===== src/rtl/uart_rx_pkg.sv =====
// Shared definitions for the UART receiver front end.
//   - samp_state_e : bit-sampler state encoding (IDLE, START_CHK, BITS)
//   - OVERSAMPLE_DEF : default number of oversample ticks per bit period
//   - maj3() : 2-of-3 majority vote over the three mid-bit samples
package uart_rx_pkg;

  localparam int unsigned OVERSAMPLE_DEF = 16;

  typedef enum logic [1:0] {
    IDLE      = 2'd0,
    START_CHK = 2'd1,
    BITS      = 2'd2
  } samp_state_e;

  function automatic logic maj3(input logic [2:0] v);
    return (v[0] & v[1]) | (v[0] & v[2]) | (v[1] & v[2]);
  endfunction

endpackage


===== src/rtl/uart_rx_bit_sampler_if.sv =====
// Sampler <-> receive state machine link.
//   bit_valid      : one-clk pulse, bit_sample is valid
//   bit_sample     : majority-voted bit value
//   start_detected : one-clk pulse, start bit confirmed
//   false_start    : one-clk pulse, start bit rejected as a glitch
//   frame_active   : from the state machine, high while a frame is in progress
// master = bit sampler, slave = state machine.
interface uart_rx_bit_sampler_if;

  logic bit_valid;
  logic bit_sample;
  logic start_detected;
  logic false_start;
  logic frame_active;

  modport master (
    output bit_valid,
    output bit_sample,
    output start_detected,
    output false_start,
    input  frame_active
  );

  modport slave (
    input  bit_valid,
    input  bit_sample,
    input  start_detected,
    input  false_start,
    output frame_active
  );

endinterface


===== src/rtl/uart_rx_baud_tick.sv =====
// Oversample prescaler: counts 0..baud_div and flags a one-clk tick on the
// terminal count, then reloads to 0.
//   clk, rst_n : clock, asynchronous active-low reset
//   clear      : holds the counter at 0 and suppresses the tick
//   baud_div   : clk cycles per tick minus 1 (0 = tick every clk)
//   tick       : one-clk oversample tick
module uart_rx_baud_tick #(
  parameter int DIV_WIDTH = 16
) (
  input  logic                 clk,
  input  logic                 rst_n,
  input  logic                 clear,
  input  logic [DIV_WIDTH-1:0] baud_div,
  output logic                 tick
);

  logic [DIV_WIDTH-1:0] cnt_q;
  logic [DIV_WIDTH-1:0] cnt_d;
  logic                 hit_s;

  // Terminal-count compare and next count. baud_div is read live, so a new
  // value applies at the very next compare; >= lets a reduced divisor that is
  // already below the running count reload immediately instead of wrapping.
  always_comb begin
    hit_s = (cnt_q >= baud_div);
    tick  = 1'b0;
    cnt_d = cnt_q;
    if (clear) begin
      cnt_d = {DIV_WIDTH{1'b0}};
    end else if (hit_s) begin
      tick  = 1'b1;
      cnt_d = {DIV_WIDTH{1'b0}};
    end else begin
      cnt_d = cnt_q + {{(DIV_WIDTH-1){1'b0}}, 1'b1};
    end
  end

  // Prescaler counter register.
  always_ff @(posedge clk or negedge rst_n) begin
    if (!rst_n) begin
      cnt_q <= {DIV_WIDTH{1'b0}};
    end else begin
      cnt_q <= cnt_d;
    end
  end

endmodule


===== src/rtl/uart_rx_bit_sampler.sv =====
// UART receive front end: rx synchroniser, oversample tick generation,
// start-bit qualification and mid-bit majority voting.
//   clk, rst_n : clock, asynchronous active-low reset
//   rx_in      : asynchronous serial line (idle high)
//   rx_enable  : receiver enable; low forces IDLE and silences all pulses
//   baud_div   : clk cycles per oversample tick minus 1
//   bus        : master side of the link to the receive state machine
//   rx_sync    : synchronised rx line
module uart_rx_bit_sampler
  import uart_rx_pkg::*;
#(
  parameter int OVERSAMPLE  = OVERSAMPLE_DEF,
  parameter int SYNC_STAGES = 2,
  parameter int DIV_WIDTH   = 16
) (
  input  logic                 clk,
  input  logic                 rst_n,
  input  logic                 rx_in,
  input  logic                 rx_enable,
  input  logic [DIV_WIDTH-1:0] baud_div,
  uart_rx_bit_sampler_if.master bus,
  output logic                 rx_sync
);

  localparam int TC_W = $clog2(OVERSAMPLE);
  localparam int M    = OVERSAMPLE / 2;
  localparam logic [TC_W-1:0] TC_ZERO = TC_W'(0);
  localparam logic [TC_W-1:0] TC_ONE  = TC_W'(1);
  localparam logic [TC_W-1:0] TC_LAST = TC_W'(OVERSAMPLE - 1);
  localparam logic [TC_W-1:0] TC_VM1  = TC_W'(M - 1);
  localparam logic [TC_W-1:0] TC_VM   = TC_W'(M);
  localparam logic [TC_W-1:0] TC_VP1  = TC_W'(M + 1);

  logic [SYNC_STAGES-1:0] sync_q;
  logic                   rx_prev_q;
  logic                   rx_sync_s;
  logic                   edge_s;
  logic                   tick_s;
  logic                   clear_s;

  samp_state_e     state_q, state_d;
  logic [TC_W-1:0] tc_q, tc_d;
  logic [2:0]      vote_q, vote_d;
  logic            vote_pend_q, vote_pend_d;
  logic [1:0]      guard_q, guard_d;
  logic            bit_valid_q, bit_valid_d;
  logic            bit_sample_q, bit_sample_d;
  logic            start_det_q, start_det_d;
  logic            false_start_q, false_start_d;

  assign rx_sync_s = sync_q[SYNC_STAGES-1];
  assign edge_s    = rx_prev_q & ~rx_sync_s;
  // Prescaler idles at 0 while hunting, so the first tick after an edge
  // lands exactly T clks later.
  assign clear_s   = ~rx_enable | (state_q == IDLE);

  uart_rx_baud_tick #(
    .DIV_WIDTH (DIV_WIDTH)
  ) u_baud_tick (
    .clk      (clk),
    .rst_n    (rst_n),
    .clear    (clear_s),
    .baud_div (baud_div),
    .tick     (tick_s)
  );

  // rx synchroniser and previous-value flop for falling-edge detection;
  // runs regardless of rx_enable.
  always_ff @(posedge clk or negedge rst_n) begin
    if (!rst_n) begin
      sync_q    <= {SYNC_STAGES{1'b1}};
      rx_prev_q <= 1'b1;
    end else begin
      sync_q    <= {sync_q[SYNC_STAGES-2:0], rx_in};
      rx_prev_q <= rx_sync_s;
    end
  end

  // Next-state, phase counter, vote capture and output pulse decode.
  always_comb begin
    state_d       = state_q;
    tc_d          = tc_q;
    vote_d        = vote_q;
    vote_pend_d   = vote_pend_q;
    guard_d       = guard_q;
    bit_valid_d   = 1'b0;
    bit_sample_d  = bit_sample_q;
    start_det_d   = 1'b0;
    false_start_d = 1'b0;

    // Bit-phase counter and the three mid-bit samples around tc = M.
    // vote_pend marks that the third sample was taken; the decision is
    // registered one clk later.
    if (tick_s && (state_q != IDLE)) begin
      if (tc_q == TC_LAST) begin
        tc_d = TC_ZERO;
      end else begin
        tc_d = tc_q + TC_ONE;
      end
      case (tc_q)
        TC_VM1: vote_d[0] = rx_sync_s;
        TC_VM:  vote_d[1] = rx_sync_s;
        TC_VP1: begin
          vote_d[2]   = rx_sync_s;
          vote_pend_d = 1'b1;
        end
        default: vote_d = vote_q;
      endcase
    end else begin
      tc_d = tc_q;
    end

    case (state_q)
      IDLE: begin
        tc_d        = TC_ZERO;
        vote_d      = 3'b000;
        vote_pend_d = 1'b0;
        guard_d     = 2'd0;
        if (edge_s) begin
          state_d = START_CHK;
        end else begin
          state_d = IDLE;
        end
      end
      START_CHK: begin
        if (vote_pend_q) begin
          vote_pend_d = 1'b0;
          if (maj3(vote_q)) begin
            false_start_d = 1'b1;
            state_d       = IDLE;
          end else begin
            start_det_d = 1'b1;
            // The state machine needs two clks to raise frame_active.
            guard_d     = 2'd2;
            state_d     = BITS;
          end
        end else begin
          state_d = START_CHK;
        end
      end
      BITS: begin
        if ((guard_q == 2'd0) && !bus.frame_active) begin
          // Frame end wins over a vote waiting to be reported.
          state_d     = IDLE;
          tc_d        = TC_ZERO;
          vote_d      = 3'b000;
          vote_pend_d = 1'b0;
        end else begin
          if (guard_q != 2'd0) begin
            guard_d = guard_q - 2'd1;
          end else begin
            guard_d = guard_q;
          end
          if (vote_pend_q) begin
            vote_pend_d  = 1'b0;
            bit_valid_d  = 1'b1;
            bit_sample_d = maj3(vote_q);
          end else begin
            bit_valid_d = 1'b0;
          end
        end
      end
      default: begin
        state_d     = IDLE;
        tc_d        = TC_ZERO;
        vote_d      = 3'b000;
        vote_pend_d = 1'b0;
        guard_d     = 2'd0;
      end
    endcase

    if (!rx_enable) begin
      state_d       = IDLE;
      tc_d          = TC_ZERO;
      vote_d        = 3'b000;
      vote_pend_d   = 1'b0;
      guard_d       = 2'd0;
      bit_valid_d   = 1'b0;
      start_det_d   = 1'b0;
      false_start_d = 1'b0;
    end else begin
      state_d = state_d;
    end
  end

  // Sampler state and registered outputs.
  always_ff @(posedge clk or negedge rst_n) begin
    if (!rst_n) begin
      state_q       <= IDLE;
      tc_q          <= TC_ZERO;
      vote_q        <= 3'b000;
      vote_pend_q   <= 1'b0;
      guard_q       <= 2'd0;
      bit_valid_q   <= 1'b0;
      bit_sample_q  <= 1'b1;
      start_det_q   <= 1'b0;
      false_start_q <= 1'b0;
    end else begin
      state_q       <= state_d;
      tc_q          <= tc_d;
      vote_q        <= vote_d;
      vote_pend_q   <= vote_pend_d;
      guard_q       <= guard_d;
      bit_valid_q   <= bit_valid_d;
      bit_sample_q  <= bit_sample_d;
      start_det_q   <= start_det_d;
      false_start_q <= false_start_d;
    end
  end

  assign bus.bit_valid      = bit_valid_q;
  assign bus.bit_sample     = bit_sample_q;
  assign bus.start_detected = start_det_q;
  assign bus.false_start    = false_start_q;
  assign rx_sync            = rx_sync_s;

endmodule

===== src/flat_wrapper.sv =====
// flat-port wrapper written by rule: the top's interface ports become plain ports
module uart_rx_bit_sampler_flat import uart_rx_pkg::*;
#(
  parameter int OVERSAMPLE  = OVERSAMPLE_DEF,
  parameter int SYNC_STAGES = 2,
  parameter int DIV_WIDTH   = 16
)
  (clk, rst_n, rx_in, rx_enable, baud_div, rx_sync, bus_bit_valid, bus_bit_sample, bus_start_detected, bus_false_start, bus_frame_active);
  uart_rx_bit_sampler_if bus_i ();
  input  logic clk;
  input  logic rst_n;
  input  logic rx_in;
  input  logic rx_enable;
  input  logic [DIV_WIDTH-1:0] baud_div;
  output logic rx_sync;
  output wire logic [$bits(bus_i.bit_valid)-1:0] bus_bit_valid;
  output wire logic [$bits(bus_i.bit_sample)-1:0] bus_bit_sample;
  output wire logic [$bits(bus_i.start_detected)-1:0] bus_start_detected;
  output wire logic [$bits(bus_i.false_start)-1:0] bus_false_start;
  input wire logic [$bits(bus_i.frame_active)-1:0] bus_frame_active;
  assign bus_bit_valid = bus_i.bit_valid;
  assign bus_bit_sample = bus_i.bit_sample;
  assign bus_start_detected = bus_i.start_detected;
  assign bus_false_start = bus_i.false_start;
  assign bus_i.frame_active = bus_frame_active;
  uart_rx_bit_sampler #(.OVERSAMPLE(OVERSAMPLE), .SYNC_STAGES(SYNC_STAGES), .DIV_WIDTH(DIV_WIDTH)) u_core (.clk(clk), .rst_n(rst_n), .rx_in(rx_in), .rx_enable(rx_enable), .baud_div(baud_div), .bus(bus_i), .rx_sync(rx_sync));
endmodule

===== config.mk =====
export PLATFORM = sky130hd
export DESIGN_NAME = uart_rx_bit_sampler_flat
export DESIGN_NICKNAME = d
export VERILOG_FILES = /design/src/rtl/uart_rx_pkg.sv /design/src/rtl/uart_rx_bit_sampler_if.sv /design/src/rtl/uart_rx_baud_tick.sv /design/src/rtl/uart_rx_bit_sampler.sv /design/src/flat_wrapper.sv
export SDC_FILE = /design/constraint.sdc
export NUM_CORES = 1
export LEC_CHECK = 0
export ABC_CLOCK_PERIOD_IN_PS = 3600
export CAP_MARGIN = 20
export CORE_UTILIZATION = 45
export CTS_CLUSTER_SIZE = 16
export DETAILED_ROUTE_END_ITERATION = 6
export GPL_ROUTABILITY_DRIVEN = 0
export PLACE_DENSITY = 0.74
export SLEW_MARGIN = 10
export SYNTH_ARGS = -nofsm -noshare
export SYNTH_HDL_FRONTEND = slang
export SYNTH_SLANG_ARGS = --single-unit

===== constraint.sdc =====
create_clock -name clk -period 3.6 [get_ports clk]
set_input_delay 0.72 -clock clk [delete_from_list [all_inputs] [get_ports clk]]
set_output_delay 0.72 -clock clk [all_outputs]
set_load 0.02 [all_outputs]

# Word level (Yosys, flattened, before mapping)
# Cells that the tools add are included.
op_classes:
  bitwise: 10
  mux: 46
  reduce_logical: 9
  addsub: 3
  n_eq_ne: 11
  magnitude_cmp: 1
op_table:
  columns: ["cell", "count"]
  rows:
  - ["16-bit two-way mux", 2]
  - ["1-bit two-way mux", 23]
  - ["2-bit two-way mux", 9]
  - ["16-bit by 1-bit adder with 16-bit output (second input constant)", 1]
  - ["16-bit greater-or-equal comparator", 1]
  - ["4-bit two-way mux", 4]
  - ["4-bit equality test (second input constant)", 3]
  - ["3-bit two-way mux", 3]
  - ["3-bit by 2-bit inequality test with 1-bit output (second input constant)", 3]
  - ["4-bit case mux with 2 select lines", 1]
  - ["3-bit inequality test (second input constant)", 2]
  - ["2-bit case mux with 3 select lines", 1]
  - ["3-bit case mux with 2 select lines", 1]
  - ["4-bit by 1-bit adder with 4-bit output (second input constant)", 1]
  - ["1-bit bitwise AND", 4]
  - ["4-bit by 3-bit equality test with 1-bit output (second input constant)", 1]
  - ["2-bit zero test", 2]
  - ["2-bit case mux with 2 select lines", 1]
  - ["4-bit AND reduction", 1]
  - ["2-bit nonzero test", 2]
  - ["1-bit inverter", 3]
  - ["1-bit bitwise OR", 3]
  - ["3-bit AND reduction", 1]
  - ["2-bit by 1-bit equality test with 1-bit output (second input constant)", 1]
  - ["other kinds (5)", 6]
word_totals:
  output_inout_bits: 5
  regBits: 35
  in_bits: 21
  word_cells: 92

# Longest topological paths before layout
depth:
  ltp_word: 9
  depth_mapped: 8
  mapped_depth_nobuf: 7

# By module
# A second synthesis with hierarchy kept.
unflattened:
  cells_unflattened: 223
  area_unflattened_um2: 2182.1
by_module_without_submodules:
  columns: ["module", "area_per_inst_um2", "cells_per_inst", "instances", "seq_area_each_um2"]
  rows:
  - ["uart_rx_baud_tick", 1154.9, 128, 1, 400.4]
  - ["uart_rx_bit_sampler", 1027.2, 95, 1, 480.5]

# Least setup slack after synthesis
# OpenSTA, ideal clock, no wires.
synth_path:
  path_type: "input to register"
  start: "in baud_div[6]"
  end: "reg u_core.tc_q[0]"
  cell_stages: 7
  t_required_ns: 3.521
  arrival_ns: 2.276
  setup_ns: 0.079
  n_path_buf: 0
  setup_slack_ns: 1.244
  path_cell_list: "inv_1 > ha_1 > and3_4 > o311a_1 > o21a_1 > o31ai_2 > mux2i_1"
synth_between:
  elab_chain_cells: 8
synth_rtl:
  columns: ["item", "line_no", "rtl"]
  rows:
  - ["start: declaration", "flat_wrapper.sv:14", "input logic [DIV_WIDTH-1:0] baud_div;"]
  - ["16-bit greater-or-equal comparator (*)", "uart_rx_baud_tick.sv:25", "hit_s = (cnt_q >= baud_div);"]
  - ["1-bit two-way mux (*)", "uart_rx_baud_tick.sv:30", "end else if (hit_s) begin"]
  - ["1-bit two-way mux (*)", "uart_rx_baud_tick.sv:28", "if (clear) begin"]
  - ["1-bit logical AND (*)", "uart_rx_bit_sampler.sv:94", "if (tick_s && (state_q != IDLE)) begin"]
  - ["4-bit two-way mux (*)", "uart_rx_bit_sampler.sv:94", null]
  - ["4-bit two-way mux", "uart_rx_bit_sampler.sv:142", "if ((guard_q == 2'd0) && !bus.frame_active) begin"]
  - ["4-bit case mux with 2 select lines (*)", "uart_rx_bit_sampler.sv:113", "case (state_q)"]
  - ["4-bit two-way mux (*)", "uart_rx_bit_sampler.sv:172", "if (!rx_enable) begin"]
  - ["net u_core.tc_d[0]", "uart_rx_bit_sampler.sv:42", "logic [TC_W-1:0] tc_q, tc_d;"]
  - ["end signal: assignment", "uart_rx_bit_sampler.sv:200", "tc_q <= tc_d;"]
  - ["end: declaration", "uart_rx_bit_sampler.sv:42", null]
# Mark *: on every way through the listed nets, which the timed path passes. The rest lies on a longest branch.
# A chain may end at the register's enable or synchronous reset.

# Worst setup path after layout
layout_path:
  start: "in baud_div[13]"
  end: "reg u_core.tc_q[1]"
# The elaborated chain is that of the path after synthesis.

==> impl_metrics.ini <==
[drt]
drtIter0Drc = 76
wl_per_cell_um = 13.4
drc = 0
drtPass1Iterations = 4
vias_per_cell = 5.38
antenna_left = 0
vias = 1656
finalWirelength_mm = 4.12

[sta]
fmax_ghz = 0.370
fin_hold_ws_ns = 0.357
tightest_slew_ns = 0.710
rsz0062_at_grt = no
min_period_ns = 2.71
setup_viol = 0
skew_ns = 0.00875
period_share = 0.752
slew_viol_final = 0
slew_headroom = 0.525
setup_tns_ns = 0
hold_violations = 0

[logic_synthesis]
synth_seq_cells = 35
synthAdderAreaFrac = 0.142
synth-simple-area-share = 0.205
synth_top_family_by_area = simple AND/OR/NAND/NOR gates
ys.flop_type = dfrtp_1
ys_warn_count = 0
synthTopCellsByArea = dfrtp_1 (35%), ha_1 (14%), dfstp_2 (4.8%)
synth_cell_types = 43
synth-xor-area-share = 0.0561
muxShareOfSynthArea = 0.0326
syn_avg_cell_area_um2 = 9.72
synth-compound-area-share = 0.107
syn_area_um2 = 2190
synth-edff-count = 0
yosysSeqAreaShare = 0.403
yosys.area.top_type = dfrtp_1
synth-async-reset-ratio = 1.00
synth_top_area_frac = 0.355
syn_nets = 270
synthCells = 225

[clock_network]
cts_root_buf = clkbuf_8
clockBufferDepth = 2
clk_latency_ns = 0.29
cts_repair_resize_count = 0
postCtsHoldBufs = 0
clk_pin_slew_worst_paths_ns = 0.06
htreeDepth = 2
tritoncts = built
cts_setup_buffers = 0
numCtsBuffers = 5
clkSinkCount = 35

[flow_run]
cap_violations = 0

[critical_path]
critPathLaunchType = input port
criticalPathCategory = input port to flop
cp_slowest_cell = clkdlybuf4s50_1
path_cells = clkdlybuf4s50_1 > inv_1 > ha_1 > and4_1 > a31oi_2 > inv_1 > o31ai_2 > mux2i_1
worstSetupEndpointType = flop
critPathMaxFanout = 7
crit_required_ns = 3.80
cp_slowest_stage_delay_ns = 0.46
cp.arrival_ns = 2.91
cp_common_cell = inv_1

[grt]
globalRouteTotalUtil = 0.183
grt_max_degree = 36
grt_pass1_vias = 1668
antenna_found_initial = 0
grt_pass1_wl_mm = 7.28
gr-total-overflow = 0

[worst_hold_path]
hold_class = flop to flop

[floorplanning]
dieArea_um2 = 5140
fp-row-count = 24
fp.coreArea_um2 = 4500
die_h_um = 71.7
ios = 26
start_util = 0.486
die_x_um = 71.7

[final_layout]
nNetsFinal = 300
drive_gt1_frac = 0.0781
syn_to_final_growth_pct = 17.6
antenna_cells = 0

[placement]
portBuffers = 25
hpwlAfterDp_mm = 3.08

[outcome]
run_status = completed

[power_and_ir_drop]
power.leakage_nw = 1.18
ir_drop_uv = 206
cellPowerDensity_nw_per_um2 = 288
==> registers in the layout, indices dropped and copies added, names as in the netlist <==
name / cells
u_core.bus.bit_sample: 1
u_core.bus.bit_valid: 1
u_core.bus.false_start: 1
u_core.bus.start_detected: 1
u_core.guard_q: 2
u_core.rx_prev_q: 1
u_core.state_q: 2
u_core.sync_q: 2
u_core.tc_q: 4
u_core.u_baud_tick.cnt_q: 16
u_core.vote_pend_q: 1
u_core.vote_q: 3
==> worst max-delay path: cells and delay by family <==
family | cells | cell delay [ns]
AO/OA/AOI/OAI | 2 | 0.77
AND/OR/NAND/NOR | 1 | 0.28
adder cells (fa/ha/maj) | 1 | 0.29
multiplexers | 1 | 0.23
buffers and inverters | 3 | 0.62
==> synthesized netlist by cell type (4+ instances only) <==
| cell | number |
|---|---|
| nand4_1 | 7 |
| dfrtp_1 | 31 |
| nor2_1 | 22 |
| nand3_1 | 6 |
| and4_1 | 5 |
| inv_1 | 27 |
| xnor2_1 | 4 |
| a31oi_1 | 4 |
| nand2_1 | 22 |
| xor2_1 | 10 |
| a21oi_1 | 5 |
| dfstp_2 | 4 |
| and2_1 | 4 |
| and3_1 | 4 |
| ha_1 | 24 |
| mux2i_1 | 6 |
==> report_power, final <==
group	internal, mW	switching (mW)
Combinational	0.0334	0.0336
Clock	0.136	0.139
Sequential	0.398	0.00196
Total	0.567	0.174
==> area by class of cell <==
type	instances	area (um2)
clock buffer	7	76.3
clock inverter	1	5.00
fill	408	1930
inverter	27	101
multi-input combinational	160	1190
sequential	35	881
tap	52	65.1
timing repair buffer	26	258
==> through the flow <==
step                       util  total power, mW  worst slack, ns  instances  instance area, um2
after floorplan               -            0.436             1.24        225                2190
after global placement    0.553            0.473            0.644        300                2490
after detailed placement  0.553            0.475            0.613        300                2490
after CTS                 0.571            0.748            0.906        308                2570
after global routing      0.571            0.780            0.764        308                2570
final                     0.571            0.741            0.894        308                2570
==> kinds of logic after synthesis <==
kind of cell	count (synthesis)
XOR/XNOR	14
AND/OR/NAND/NOR	83
buffers and inverters	30
multiplexers	7
adder cells (fa/ha/maj)	25
flip-flops	35
AO/OA/AOI/OAI	31
==> metal layers <==
metal / global-route usage / vias to the layer above / share of wire
li1: - / 841 / -
met1: 0.245 / 778 / 0.51
met4: 0.0806 / 0 / 0.019
met2: 0.289 / 30 / 0.44
met5: 0 / - / 0
met3: 0.0366 / 7 / 0.032
==> cells in the final DEF (no fill, tap or decap), types with 5 or more instances in the layout <==
| cell | instances |
|---|---|
| inv_1 | 27 |
| a21oi_1 | 5 |
| clkdlybuf4s50_1 | 25 |
| and4_1 | 5 |
| nand2_1 | 22 |
| mux2i_1 | 6 |
| xor2_1 | 10 |
| nor2_1 | 22 |
| ha_1 | 24 |
| clkbuf_8 | 5 |
| dfrtp_1 | 31 |
| nand4_1 | 7 |
| nand3_1 | 6 |
==> final timing paths <==
kind | end | slack [ns] | cells after the start | startpoint
setup reg to reg | u_core.vote_q[2] | 1.39 | 6 | u_core.u_baud_tick.cnt_q[11]
hold / removal | u_core.sync_q[1] | 0.36 | 0 | u_core.sync_q[0]
setup / recovery | u_core.tc_q[1] | 0.89 | 8 | baud_div[13]
max in group asynchronous | u_core.bus.bit_sample | 2.40 | 2 | rst_n
min in group asynchronous | u_core.u_baud_tick.cnt_q[0] | 0.84 | 2 | rst_n
hold reg to reg | u_core.sync_q[1] | 0.36 | 0 | u_core.sync_q[0]
Note: power is estimated with default switching activity, not from simulation.
